--- config.mk ---
export PLATFORM = sky130hd
export DESIGN_NAME = fighter_anim_ctrl
export DESIGN_NICKNAME = d
export VERILOG_FILES = /design/src/rtl/fighter_pkg.sv /design/src/rtl/anim_req_prio.sv /design/src/rtl/fighter_anim_ctrl.sv
export SDC_FILE = /design/constraint.sdc
export NUM_CORES = 1
export LEC_CHECK = 0
export CELL_PAD_IN_SITES_DETAIL_PLACEMENT = 0
export CELL_PAD_IN_SITES_GLOBAL_PLACEMENT = 2
export CORE_ASPECT_RATIO = 1.25
export CORE_MARGIN = 2
export CORE_UTILIZATION = 29
export CTS_CLUSTER_SIZE = 8
export DETAILED_ROUTE_END_ITERATION = 16
export HOLD_SLACK_MARGIN = 0.06
export PLACE_DENSITY_LB_ADDON = 0.1
export SKIP_CTS_REPAIR_TIMING = 1
export SYNTH_ARGS = -nofsm -noshare
export SYNTH_HDL_FRONTEND = slang
export SYNTH_SLANG_ARGS = --single-unit
--- constraint.sdc ---
create_clock -name clock -period 2.15 [get_ports clock]
set_input_delay 0.215 -clock clock [delete_from_list [all_inputs] [get_ports clock]]
set_output_delay 0.215 -clock clock [all_outputs]
set_load 0.005 [all_outputs]
--- src/rtl/fighter_pkg.sv ---
// fighter_pkg: animation codes, sequencer states and frame constants for the fighter sprite path
package fighter_pkg;
   typedef enum logic {LOOP, ONESHOT} state_e;
   localparam int FRAMES_PER_ANIM = 4;
   localparam logic [1:0] LAST_FRAME = 2'(FRAMES_PER_ANIM - 1);
   localparam logic [3:0] ANIM_IDLE       = 4'd0;
   localparam logic [3:0] ANIM_WALK       = 4'd1;
   localparam logic [3:0] ANIM_HIT        = 4'd2;
   localparam logic [3:0] ANIM_JUMP       = 4'd3;
   localparam logic [3:0] ANIM_PUNCH_LOW  = 4'd4;
   localparam logic [3:0] ANIM_PUNCH_MID  = 4'd5;
   localparam logic [3:0] ANIM_KICK_HIGH  = 4'd6;
   localparam logic [3:0] ANIM_CROUCH     = 4'd7;
   localparam logic [3:0] ANIM_BLOCK_LOW  = 4'd8;
   localparam logic [3:0] ANIM_BLOCK_HIGH = 4'd9;
   function automatic logic is_attack(input logic [3:0] a);
      return a >= ANIM_PUNCH_LOW && a <= ANIM_KICK_HIGH;
   endfunction
endpackage

--- src/rtl/anim_req_prio.sv ---
// anim_req_prio: resolves simultaneous player requests into one animation code
module anim_req_prio
   import fighter_pkg::*;
(
   input  logic       move_left_i,
   input  logic       move_right_i,
   input  logic       crouch_i,
   input  logic       block_i,
   input  logic       jump_i,
   input  logic       punch_low_i,
   input  logic       punch_mid_i,
   input  logic       kick_high_i,
   input  logic       got_hit_i,
   output logic [3:0] anim_o,
   output logic       oneshot_o
);
   assign anim_o = got_hit_i   ? ANIM_HIT :
                   kick_high_i ? ANIM_KICK_HIGH :
                   punch_mid_i ? ANIM_PUNCH_MID :
                   punch_low_i ? ANIM_PUNCH_LOW :
                   jump_i      ? ANIM_JUMP :
                   block_i     ? (crouch_i ? ANIM_BLOCK_LOW : ANIM_BLOCK_HIGH) :
                   crouch_i    ? ANIM_CROUCH :
                   (move_left_i ^ move_right_i) ? ANIM_WALK : ANIM_IDLE;
   assign oneshot_o = anim_o >= ANIM_HIT && anim_o <= ANIM_KICK_HIGH;
endmodule

--- src/rtl/fighter_anim_ctrl.sv ---
// fighter_anim_ctrl: frame-tick driven animation sequencer feeding the moving-sprite memory
module fighter_anim_ctrl
   import fighter_pkg::*;
#(
   parameter int TICKS_PER_FRAME = 6
) (
   input  logic       clock,
   input  logic       reset,
   input  logic       frame_tick,
   input  logic       move_left,
   input  logic       move_right,
   input  logic       crouch,
   input  logic       block,
   input  logic       jump,
   input  logic       punch_low,
   input  logic       punch_mid,
   input  logic       kick_high,
   input  logic       got_hit,
   input  logic       facing_left,
   output logic [3:0] selanim,
   output logic [1:0] selframe,
   output logic       mirror,
   output logic       busy,
   output logic       hit_window,
   output logic       anim_done
);
   state_e     state_q, state_d;
   logic [3:0] anim_q, anim_d, tick_q, tick_d, req_anim;
   logic [1:0] frame_q, frame_d;
   logic       mirror_q, mirror_d, busy_q, busy_d, hitw_q, hitw_d, done_q, done_d;
   logic       req_oneshot, tick_last;
   logic [3:0] tick_nxt;
   anim_req_prio u_prio (
      .move_left_i (move_left),
      .move_right_i(move_right),
      .crouch_i    (crouch),
      .block_i     (block),
      .jump_i      (jump),
      .punch_low_i (punch_low),
      .punch_mid_i (punch_mid),
      .kick_high_i (kick_high),
      .got_hit_i   (got_hit),
      .anim_o      (req_anim),
      .oneshot_o   (req_oneshot)
   );
   assign tick_last = tick_q == 4'(TICKS_PER_FRAME - 1);
   assign tick_nxt  = tick_last ? 4'd0 : tick_q + 4'd1;
   always_comb begin
      state_d  = state_q;
      anim_d   = anim_q;
      frame_d  = frame_q;
      tick_d   = tick_q;
      mirror_d = mirror_q;
      busy_d   = busy_q;
      done_d   = 1'b0;
      if (frame_tick) begin
         if (state_q == LOOP) begin
            mirror_d = facing_left;
            if (req_anim != anim_q) begin
               anim_d  = req_anim;
               frame_d = 2'd0;
               tick_d  = 4'd0;
               state_d = req_oneshot ? ONESHOT : LOOP;
               busy_d  = req_oneshot;
            end else begin
               tick_d  = tick_nxt;
               // only idle and walk cycle frames; single-frame poses stay at 0
               frame_d = (tick_last && anim_q <= ANIM_WALK) ? frame_q + 2'd1 : frame_q;
            end
         end else if (got_hit) begin
            anim_d  = ANIM_HIT;
            frame_d = 2'd0;
            tick_d  = 4'd0;
         end else if (tick_last && frame_q == LAST_FRAME) begin
            state_d = LOOP;
            busy_d  = 1'b0;
            done_d  = 1'b1;
            anim_d  = ANIM_IDLE;
            frame_d = 2'd0;
            tick_d  = 4'd0;
         end else begin
            tick_d  = tick_nxt;
            frame_d = tick_last ? frame_q + 2'd1 : frame_q;
         end
      end
      hitw_d = is_attack(anim_d) && frame_d == 2'd2;
   end
   always_ff @(posedge clock) begin
      if (reset) begin
         state_q  <= LOOP;
         anim_q   <= ANIM_IDLE;
         frame_q  <= 2'd0;
         tick_q   <= 4'd0;
         mirror_q <= 1'b0;
         busy_q   <= 1'b0;
         hitw_q   <= 1'b0;
         done_q   <= 1'b0;
      end else begin
         state_q  <= state_d;
         anim_q   <= anim_d;
         frame_q  <= frame_d;
         tick_q   <= tick_d;
         mirror_q <= mirror_d;
         busy_q   <= busy_d;
         hitw_q   <= hitw_d;
         done_q   <= done_d;
      end
   end
   assign selanim    = anim_q;
   assign selframe   = frame_q;
   assign mirror     = mirror_q;
   assign busy       = busy_q;
   assign hit_window = hitw_q;
   assign anim_done  = done_q;
endmodule

==> results <==
logic make-up after synthesis:
group                    synth area share
buffers and inverters              0.0365
AND/OR/NAND/NOR                     0.316
AO/OA/AOI/OAI                       0.295
flip-flops                          0.282
XOR/XNOR                           0.0247
adder cells (fa/ha/maj)            0.0353
multiplexers                      0.00941
area by class of cell:
class | count | area [sq um]
clock inverter | 1 | 5.00
tap | 39 | 48.8
multi-input combinational | 104 | 756
inverter | 3 | 11.3
sequential | 15 | 300
fill | 355 | 1900
clock buffer | 3 | 41.3
timing repair buffer | 50 | 448
metrics by stage:
step / power [W] / util / instances
4_1_cts: 0.000781 / 0.440 / 213
5_1_grt: 0.000829 / 0.458 / 215
3_3_place_gp: 0.000544 / 0.427 / 209
6_report: 0.000785 / 0.458 / 215
3_5_place_dp: 0.000547 / 0.427 / 209
2_1_floorplan: 0.000422 / - / 127
power groups by stage:
stage	combinational (W)	sequential, W	clock (W)
floorplan	0.000108	0.000314	0
global placement	0.000233	0.000311	0
detailed placement	0.000237	0.000310	0
CTS	0.000239	0.000304	0.000238
global route	0.000267	0.000306	0.000257
finish	0.000246	0.000304	0.000235
worst reg2reg max path: cells and delay by family (launching register included):
kind,cells,cell delay (ns)
compound gates,4,1.15
simple gates,2,0.49
flops,1,0.31
layout by cell type (no fill, tap or decap), types with 2 or more instances in the layout:
| cell | count |
|---|---|
| a21oi_1 | 5 |
| a22oi_1 | 2 |
| a31oi_1 | 2 |
| a32oi_1 | 2 |
| buf_4 | 26 |
| buf_6 | 2 |
| clkbuf_8 | 3 |
| clkdlybuf4s50_1 | 18 |
| dfxtp_1 | 15 |
| dlymetal6s2s_1 | 4 |
| ha_1 | 3 |
| inv_1 | 2 |
| nand2_1 | 10 |
| nand2b_1 | 4 |
| nand3_1 | 6 |
| nor2_1 | 15 |
| nor2b_1 | 3 |
| nor3_1 | 6 |
| nor4_1 | 2 |
| o211ai_1 | 2 |
| o21ai_0 | 6 |
| o31a_1 | 2 |
| xnor2_1 | 2 |
metal layers:
layer  GRT usage  wire length (um)  up-vias
met5           0                 0        -
met3      0.0199                63        8
met4      0.0543                66        0
met2       0.336              1860       23
li1            -                 -      579
met1       0.178              1370      562
final timing paths:
path | from | end | slack (ns)
setup / recovery | kick_high | hit_window | 0.09
hold / removal | busy | busy | 0.50
setup reg to reg | selanim[2] | hit_window | 0.14
hold reg to reg | busy | busy | 0.50
state kept, by name, summed over array words and instances (netlist names):
signal      flops
anim_done       1
selframe        2
state_q         1
mirror          1
selanim         4
busy            1
tick_q          4
hit_window      1
==> impl_metrics.yaml <==
floorplan:
  std_cell_rows: 24
  pin_count: 23
  die_area_sq_um: 4170
  die_h_um: 71.7
  fp.coreArea_sq_um: 3510
  die_width_um: 58.2
  initial_core_util: 0.303
critical_path:
  crit_path_start_kind: "input pin"
  path_buf_inv: 2
  crit_required_ns: 2.33
  setup.worst_path.end_class: "flop"
  crit_family: "compound AO/OA/AOI/OAI gates"
  cpPeakStageDelay_ns: 0.44
  rr_worst_depth: 6
  crit_arrival_ns: 2.25
  crit_fanout: 5
  worstSetupPathDepth: 7
  critPathKind: "input pin to flop"
  cp_slowest_cell: "clkdlybuf4s50_1"
  cp_cell_sequence: "clkdlybuf4s50_1, buf_6, or3_4, o221a_4, o41ai_4, o211ai_2, nor3b_2"
logic_synthesis:
  synth_nets: 143
  synth_area_leaders: "dfxtp_1 (28%), nor2_1 (5.3%), ha_1 (3.5%), nand2_1 (3.5%), nand3_1 (3.3%)"
  syn_area_sq_um: 1060
  synth_top_area_frac: 0.282
  ys_seq_area_frac: 0.282
  async_reset_ff_frac: 0
  synth_area_leader_cell: "dfxtp_1"
  avgSynthCellArea_sq_um: 8.37
  synth-seq-cells: 15
  synth_common_cells: "dfxtp_1 (15), nor2_1 (15), nand2_1 (10)"
  yosysWarnings: 0
  synth_cells: 127
  synth_edf_count: 0
  synth_cell_types: 50
  ys.flop_type: "dfxtp_1"
clock_network:
  cts_tree: "built"
  cts_made_buffers: 3
  path_clk_slew_ns: 0.07
  cts-root-buf: "clkbuf_8"
  clock_sinks: 15
  htree_levels: 1
  clockBufferDepth: 2
  clock_latency_ns: 0.25
power_and_ir_drop:
  clock_power_share: 0.299
  power_density_nw_per_um2: 487
  switching_share: 0.297
  leakage_nw: 0.648
  p_switching_w: 0.000233
  comb_power_share: 0.313
  intPower_w: 0.000551
  seqPwrFrac: 0.387
  ir_drop_mv: 0.294
timing:
  hold_viol_final: 0
  holdWs_ns: 0.505
  finalCritPeriodShare: 0.960
  fin_crit_ns: 2.06
  tightest_slew_ns: 0.480
  setup_slack_ns: 0.0852
  relSlewSlack: 0.678
  rsz0062_at_grt: "no"
  setup_viol: 0
  slew_violations: 0
  fin_setup_tns_ns: 0
  clock.fmax_ghz: 0.484
  skew_ns: 0.00236
route:
  drt_iter0_markers: 33
  wl_per_cell_um: 15.6
  first_pass_iters: 4
  drt_wl_total_mm: 3.36
  drc: 0
  vias: 1172
  vias_per_cell: 5.45
  ant_nets: 0
final_layout:
  final_area_sq_um: 1610
  nNetsFinal: 193
  syn_to_final_growth_pct: 51.4
  drive_gt1_frac: 0.284
  diodes: 0
hold_path:
  min_path_type: "flop to flop"
  min_path_cells: 2
placed_design:
  portBuffers: 22
  hpwl_mm: 2.69
  postPlaceCellArea_sq_um: 1500
  gp_congestion: 0.785
  post-place-ws_ns: -0.240
flow_run:
  max_cap_violations: 0
grt:
  grt_overflow: 0
  grt_pass1_vias: 1237
  grt_usage: 0.169
  grt_pass1_wl_mm: 5.58
  antenna_found_initial: 0
  grt_max_degree: 13
run_status:
  status: "finished clean"
(Power assumes the default switching activity.)
